`src/rtl/stream_accumulator.sv`:
```
// Multi-channel signed AXI-Stream accumulator with one-entry result register.
// Build option: ACCUM_SATURATE_EN clamps on overflow instead of wrapping.
module stream_accumulator #(
   parameter int DATA_W   = 16,
   parameter int ACC_W    = 32,
   parameter int CHANNELS = 4,
   parameter int ID_W     = 2
) (
   input  logic              aclk,
   input  logic              areset,
   input  logic              clear,
   input  logic              s_axis_a_tvalid,
   output logic              s_axis_a_tready,
   input  logic [DATA_W-1:0] s_axis_a_tdata,
   input  logic              s_axis_a_tlast,
   input  logic [ID_W-1:0]   s_axis_a_tid,
   output logic              m_axis_result_tvalid,
   input  logic              m_axis_result_tready,
   output logic [ACC_W-1:0]  m_axis_result_tdata,
   output logic              m_axis_result_tlast,
   output logic [ID_W-1:0]   m_axis_result_tid,
   output logic              m_axis_result_tuser
);

   localparam logic [ACC_W-1:0] MAXV = {1'b0, {(ACC_W-1){1'b1}}};
   localparam logic [ACC_W-1:0] MINV = {1'b1, {(ACC_W-1){1'b0}}};

   logic [ACC_W-1:0]    r_acc [CHANNELS];
   logic [CHANNELS-1:0] r_ovf;
   logic                r_ovalid;
   logic [ACC_W-1:0]    r_odata;
   logic [ID_W-1:0]     r_oid;
   logic                r_ouser;

   logic               w_accept;
   logic               w_hit;
   logic [ACC_W-1:0]   w_cur;
   logic               w_ovf_cur;
   logic [ACC_W:0]     w_sext;
   logic [ACC_W:0]     w_sum;
   logic               w_ov;
   logic [ACC_W-1:0]   w_res;

   assign s_axis_a_tready = !r_ovalid | m_axis_result_tready;
   assign w_accept        = s_axis_a_tvalid & s_axis_a_tready;

   // clear takes effect before a same-cycle beat, so it sees a zero total
   always_comb begin
      w_hit     = 1'b0;
      w_cur     = '0;
      w_ovf_cur = 1'b0;
      for (int c = 0; c < CHANNELS; c++) begin
         if (s_axis_a_tid == ID_W'(c)) begin
            w_hit     = 1'b1;
            w_cur     = r_acc[c];
            w_ovf_cur = r_ovf[c];
         end
      end
      if (clear) begin
         w_cur     = '0;
         w_ovf_cur = 1'b0;
      end
   end

   assign w_sext = {{(ACC_W+1-DATA_W){s_axis_a_tdata[DATA_W-1]}},
                    s_axis_a_tdata};
   assign w_sum  = {w_cur[ACC_W-1], w_cur} + w_sext;
   assign w_ov   = w_sum[ACC_W] ^ w_sum[ACC_W-1];

`ifdef ACCUM_SATURATE_EN
   assign w_res = !w_ov ? w_sum[ACC_W-1:0] :
                  (w_sum[ACC_W] ? MINV : MAXV);
`else
   assign w_res = w_sum[ACC_W-1:0];
`endif

   always_ff @(posedge aclk or posedge areset) begin
      if (areset) begin
         for (int c = 0; c < CHANNELS; c++) r_acc[c] <= '0;
         r_ovf <= '0;
      end else begin
         for (int c = 0; c < CHANNELS; c++) begin
            if (clear) begin
               r_acc[c] <= '0;
               r_ovf[c] <= 1'b0;
            end
            if (w_accept && s_axis_a_tid == ID_W'(c)) begin
               if (s_axis_a_tlast) begin
                  r_acc[c] <= '0;
                  r_ovf[c] <= 1'b0;
               end else begin
                  r_acc[c] <= w_res;
                  r_ovf[c] <= w_ovf_cur | w_ov;
               end
            end
         end
      end
   end

   always_ff @(posedge aclk or posedge areset) begin
      if (areset) begin
         r_ovalid <= 1'b0;
         r_odata  <= '0;
         r_oid    <= '0;
         r_ouser  <= 1'b0;
      end else begin
         if (m_axis_result_tready) r_ovalid <= 1'b0;
         if (w_accept && s_axis_a_tlast && w_hit) begin
            r_ovalid <= 1'b1;
            r_odata  <= w_res;
            r_oid    <= s_axis_a_tid;
            r_ouser  <= w_ovf_cur | w_ov;
         end
      end
   end

   assign m_axis_result_tvalid = r_ovalid;
   assign m_axis_result_tdata  = r_odata;
   assign m_axis_result_tlast  = r_ovalid;
   assign m_axis_result_tid    = r_oid;
   assign m_axis_result_tuser  = r_ouser;

endmodule

```
`config.mk`:
```
export PLATFORM = sky130hd
export DESIGN_NAME = stream_accumulator
export DESIGN_NICKNAME = d
export VERILOG_FILES = /design/src/rtl/stream_accumulator.sv
export SDC_FILE = /design/constraint.sdc
export NUM_CORES = 1
export LEC_CHECK = 0
export ABC_CLOCK_PERIOD_IN_PS = 9100
export BUFFER_PORTS_ARGS = -buffer_cell sky130_fd_sc_hd__buf_2
export CAP_MARGIN = 5
export CORE_UTILIZATION = 43
export DETAILED_ROUTE_END_ITERATION = 7
export PLACE_DENSITY = 0.62
export SLEW_MARGIN = 10
export SYNTH_ARGS = -nofsm -noshare
export SYNTH_HDL_FRONTEND = slang
export SYNTH_SLANG_ARGS = --single-unit
export TNS_END_PERCENT = 30
```
`constraint.sdc`:
```
create_clock -name aclk -period 9.1 [get_ports aclk]
set_input_delay 1.82 -clock aclk [delete_from_list [all_inputs] [get_ports aclk]]
set_output_delay 1.82 -clock aclk [all_outputs]
set_load 0.03 [all_outputs]
```
==> results.md, run 1 <==
- Gpl congestion: 0.9607
- Ports: slightly above 60
- Worst slew margin: 25.38%
- PD cells: approximately 180 nW/um2
- Final Setup Violations: 0
- Core region area: approximately 22000 um2
- Setup Skew: roughly 0.010 ns
- I/O Buffers: just over 60
- Core Rows: 54
- Vias in the first global route: between 7000 and 8000
- Leakage power: ~4.8 nW
- Critical path fanouts, max: 33
- Hold Crit Class: reg -> reg
- Worst-Margin Slew: roughly 1.1 ns
- CTS tree: built
- Cell count after synthesis: 1018
- Global-route wire length before repair: around 43000 um
- DIE AREA: between 20000 and 25000 um2
- Routed wire length: 26410 um
- RSZ-0062 raised after global routing: no
- Largest net degree at the start of global routing: slightly above 100
- Post-CTS Hold Fix Bufs: 0
- Num CTS Buffers: 17
- Initial antenna violation count: 0
- H-tree levels: 4
- Place WS: about 2.6 ns
- VDD IR max: approximately 0.12 mV
- Via count: 8026
- Crit path required time: approximately 9.4 ns
- Setup Buffers After CTS: 0
- Period utilisation layout: between 60 and 70%
- DRC violations left: 6
- CP max stage cell: nor4_1
- Number of flops mapped to enable cells by yosys: 0
- Crit path largest cell delay: about 0.65 ns
- Final instance area: 10770 um2
- Antenna Violating Nets Remaining: 0
- Run status: finished with violations
- N_diodes: 0
- Root Buffer: clkbuf_16
- Synthesized net count: approximately 1100
- Cell variety after synth: 74
- CP Launch Type: input port
- Sequential-to-total area share from yosys stat: 43.19%
- Mapped Area: between 9000 and 10000 um2
- Post-synth top area cell: dfrtp_1
- Share of the synthesized area in the top cell type: 43.19%
- Placed instance area: around 10000 um2
- Violated checks: DRC
- CP Data Arrival Time: roughly 6.3 ns
- First-pass DRT Iterations: 8
- DR WL/cell: 19.90 um
- Peak Freq: approximately 170 MHz
- Clk buf depth: 2
- Min Tclk post-route: 6.025 ns
- Top delay family on crit path: simple AND/OR/NAND/NOR gates
- Critical-path cell list: buf_2 -> buf_4 -> mux4_2 -> and2_1 -> ha_1 -> nand4_2 -> nor4_1 -> o21ai_0 -> nand4_1 -> nand2_1 -> xor2_1 -> o32ai_1
- Fin nets: between 1000 and 1500
- Commonest non-fill, non-tap cell in the layout: dfrtp_1
- Most frequent cells in the layout: 168 x dfrtp_1, 113 x nand3_1, 99 x nand2_1
- Yosys reg bits: 168
- Clock Latency Late Sink: roughly 0.44 ns
- DP HPWL: about 17000 um
- Ranking of synthesized cells by area: dfrtp_1 43%, mux4_2 7.4%, nand3_1 5.9%
- Initial Util: around 44%
- Final setup TNS: 0 ns
- Gr usage total: between 20% and 30%
- Worst path bufs/invs: 2
- Slew Viols, Final: 0
- Yosys warns: 0
- Total gr overflow: 0
- Synth Flop Type: dfrtp_1
- Post-cts gate resize count: 0
- MaxCap Viol Count: 0
- DR iter-0 viols: roughly 600
- Layout cells sized above 1: between 10% and 20%
- Setup slack after layout: a little over 3 ns
- Die Height: 152.5 um
- Post-Syn Area per Cell: approximately 9.6 um2
- Die W: 152.5 um
- DR vias/cell: 6.048
- Worst-path clk slew: ~0.070 ns
- Clock sinks: ~170
- Hold WS: between 0.4 and 0.5 ns
- Ys async rst share: 100.0%
- Critical Setup Path Class: in -> reg
- Syn-to-layout area delta: 10.64%
- Fin. Hold Viols: 0
- Worst setup EP type: flip-flop
routing by layer:
metal,vias up,global-route usage [%],routed length [um],share of wire (%)
li1,3820,-,-,-
met1,3953,35.08,12960,49
met2,220,35.18,11630,44
met5,-,0,0,0
met3,33,3.896,1320,5.0
met4,0,8.129,499,1.9
worst paths after layout:
path                       slack, ns  depth (start not counted)                    start                 endpoint
setup / recovery                3.07                         12          s_axis_a_tid[0]                r_acc[30]
max in group asynchronous       6.12                          3                   areset               r_acc[123]
min in group asynchronous       1.54                          2                   areset               r_acc[100]
setup reg to reg                5.18                         10                r_acc[84]                r_acc[30]
hold reg to reg                 0.47                          2  m_axis_result_tdata[14]  m_axis_result_tdata[14]
hold / removal                  0.47                          2  m_axis_result_tdata[14]  m_axis_result_tdata[14]
state kept, by name (all words and copies together) (netlist names):
signal / flops
m_axis_result_tid: 2
r_ovf: 4
m_axis_result_tdata: 32
r_acc: 128
m_axis_result_tlast: 1
m_axis_result_tuser: 1
report_power, final:
| group | switching [W] | internal [W] |
|---|---|---|
| clock | 0.000329 | 0.000392 |
| combinational | 0.000238 | 0.000102 |
| sequential | 0.0000268 | 0.000797 |
| total | 0.000595 | 0.00129 |
stage by stage:
stage	utilization [%]	total power, W	instances
6_report	48.89	0.001885	1327
5_1_grt	48.89	0.001967	1327
4_1_cts	48.89	0.001896	1327
3_5_place_dp	46.26	0.001178	1295
3_3_place_gp	46.26	0.001175	1295
2_1_floorplan	-	0.001076	1018
cell families (layout without fill, tap and decap cells):
kind of cell    count (synthesis)  count (layout)  synth area share [%]
simple gates                  350             350                 17.57
fa+ha+maj                      33              33                 4.319
flops                         168             168                 43.19
mux                            37              37                 7.944
xor+xnor                       17              17                 1.607
compound gates                292             292                 20.50
buf+inv                       121             150                 4.859
worst min-delay path: cells and delay by family, from the launching register on:
kind,cells,cell delay [ns]
flops,1,0.34
compound gates,1,0.05
simple gates,1,0.04
cell type report:
cell class,count,area (um2)
clock buffers,18,439.2
clock inverters,14,141.4
fillers,2024,11260
inverters,45,175.2
multi-input cells,729,5064
flip-flops and latches,168,4204
well taps,280,350.3
repair buffers,73,395.4
Yosys cell counts (10+ instances only):
cell type / instances
dfrtp_1: 168
o32ai_1: 28
nand4_1: 10
o21ai_0: 81
o21ai_1: 23
buf_1: 14
nor3_1: 22
o211ai_1: 11
nand2_1: 100
nor2_1: 32
a21o_1: 17
and3_1: 10
inv_1: 43
ha_1: 32
nand3_1: 114
clkbuf_1: 51
mux4_2: 32
a21oi_1: 43
o31ai_1: 17
and2_1: 37
(Power assumes the default switching activity.)
==> run 2, diff against run 1 <==
- ABC_CLOCK_PERIOD_IN_PS: 9100 -> 5800
- clock period: 9.1 -> 5.8 ns (I/O delays scaled with it)
==> run 2 against run 1 <==
Effect of this change:
- the flow still finishes with violations (DRC)
- largest power group unchanged
- setup slack worse by 2.1 ns
- global-route usage is 0.49 points higher
- final cell count is 0.90% higher
- final area is 1.5% higher
- register-to-register slack worse by 3.2 ns
- worst hold slack better by 0.0022 ns
==> results.md, run 2 (same netlist as run 1, synthesis figures left out) <==
- Syn-to-layout area delta: 12.31%
- First-pass DRT Iterations: 8
- Final setup TNS: 0 ns
- Commonest non-fill, non-tap cell in the layout: dfrtp_1
- Largest net degree at the start of global routing: slightly above 80
- Place WS: approximately 0.62 ns
- Net Sw Power: 0.0009559 W
- Core Rows: 54
- Hold Crit Class: reg -> reg
- RR Startpoint: r_acc[20]
- Clock group share of total power: 39.4%
- Critical Setup Path Class: in -> reg
- Die Height: around 150 um
- Root Buffer: clkbuf_16
- Period utilisation layout: roughly 83%
- MaxCap Viol Count: 0
- Initial Util: between 40% and 50%
- Initial antenna violation count: 0
- Layout cells sized above 1: 16.62%
- Violated checks: DRC
- Run status: finished with violations
- Switch share: a little under a third
- Max reg flops: around 130
- Vias in the first global route: between 7000 and 8000
- DR iter-0 viols: ~750
- HP Start: m_axis_result_tid[1]
- Fin nets: approximately 1100
- DRC violations left: 5
- Most frequent cells in the layout: 168 x dfrtp_1, 113 x nand3_1, 99 x nand2_1
- Num CTS Buffers: 17
- Post-cts gate resize count: 0
- Fin. Hold Viols: 0
- Core region area: ~22000 um2
- H-tree levels: 4
- DIE AREA: 23240 um2
- Clock Latency Late Sink: between 0.4 and 0.5 ns
- Final Setup Violations: 0
- Setup slack after layout: just under 1 ns
- Die W: 152.5 um
- DR WL/cell: a little over 20 um
- Gpl congestion: 0.9021
- Crit path required time: 6.09 ns
- Antenna Violating Nets Remaining: 0
- PD cells: approximately 280 nW/um2
- Worst-path clk slew: approximately 0.070 ns
- Setup Skew: 0.01236 ns
- Critical path fanouts, max: 18
- Routed wire length: between 20000 and 30000 um
- Global-route wire length before repair: approximately 44000 um
- Power share of the combinational group: between 10% and 20%
- DP HPWL: around 18000 um
- Min Tclk post-route: 4.819 ns
- Worst-Margin Slew: 1.148 ns
- Worst slew margin: a little under a quarter
- Post-CTS Hold Fix Bufs: 0
- Peak Freq: between 200 and 250 MHz
- Crit path from: s_axis_a_tid[1]
- Leakage power: about 4.9 nW
- Clock sinks: between 150 and 200
- Slew Viols, Final: 0
- Internal: about 0.0021 W
- Register area: around 4200 um2
- CP Launch Type: input port
- RSZ-0062 raised after global routing: no
- I/O Buffers: around 60
- Footprint of the multi-input gates: just over 5000 um2
- Sequential Power Share: a little over two fifths
- # fillers: 2033
- Gr usage total: 24.20%
- N_diodes: 0
- CP Data Arrival Time: 5.11 ns
- Setup Buffers After CTS: 0
- Worst setup EP type: flip-flop
- CTS tree: built
- DR vias/cell: ~6.1
- VDD IR max: 0.1851 mV
- Top reg by flops: r_acc
- Total gr overflow: 0
- Ports: just over 60
- Clk buf depth: 2
- Via count: slightly above 8000
[run 2: changes by cell type in the layout (fill, tap and decap cells not counted), sizes merged]
cell	previous run	this run
buf	73	85
clkinv	7	3
inv	49	53
bufinv	1	2
clkinvlp	2	1
[run 2: final cells by class]
cell class / instances / share of cell area [%]
multi-input combinational: 729 / 46.32
sequential: 168 / 38.46
timing repair buffer: 85 / 4.784
clock buffer: 18 / 4.017
tap: 280 / 3.205
clock inverter: 14 / 1.614
inverter: 45 / 1.602
[run 2: through the flow]
stage / hold slack (ns) / std cells / util [%] / power (W) / cell area [um2]
global route: 0.4961 / 1339 / 49.63 / 0.003157 / 10930
global placement: 0.4531 / 1307 / 46.84 / 0.001858 / 10320
floorplan: 0.4633 / 1018 / - / 0.001689 / 9733
detailed placement: 0.4576 / 1307 / 46.84 / 0.001863 / 10320
CTS: 0.4759 / 1339 / 49.63 / 0.003057 / 10930
finish: 0.4733 / 1339 / 49.63 / 0.003043 / 10930
[run 2: worst max-delay path, stage by stage]
cell and delay [ns]:
buf_2 0.48, buf_4 0.32, mux4_2 0.32, and2_1 0.18
ha_1 0.56, nand4_2 0.24, nor4_1 0.55, o21ai_0 0.36
nand4_1 0.21, nand2_1 0.08, xor2_1 0.49, o32ai_1 0.16
[run 2: power by group through the flow]
| stage | clock network (W) | registers, W | logic (W) |
|---|---|---|---|
| floorplan | 0 | 0.00140 | 0.000288 |
| global placement | 0 | 0.00131 | 0.000544 |
| detailed placement | 0 | 0.00132 | 0.000547 |
| CTS | 0.00121 | 0.00129 | 0.000550 |
| global route | 0.00126 | 0.00130 | 0.000596 |
| finish | 0.00120 | 0.00129 | 0.000549 |
[run 2: worst paths after layout]
check                                     endpoint  depth (start not counted)  slack [ns]
setup / recovery                         r_acc[94]                         12        0.98
hold / removal                m_axis_result_tid[1]                          2        0.47
setup reg to reg                         r_acc[94]                         10        1.99
hold reg to reg               m_axis_result_tid[1]                          2        0.47
max in group asynchronous  m_axis_result_tdata[25]                          3        3.86
min in group asynchronous                r_acc[32]                          2        0.83
[run 2: per-layer routing]
metal	track usage, %	routed length [um]	up-vias
li1	-	-	3835
met1	34.36	12840	3999
met2	38.05	12380	282
met3	3.896	1582	33
met4	7.552	436	0
met5	0	0	-
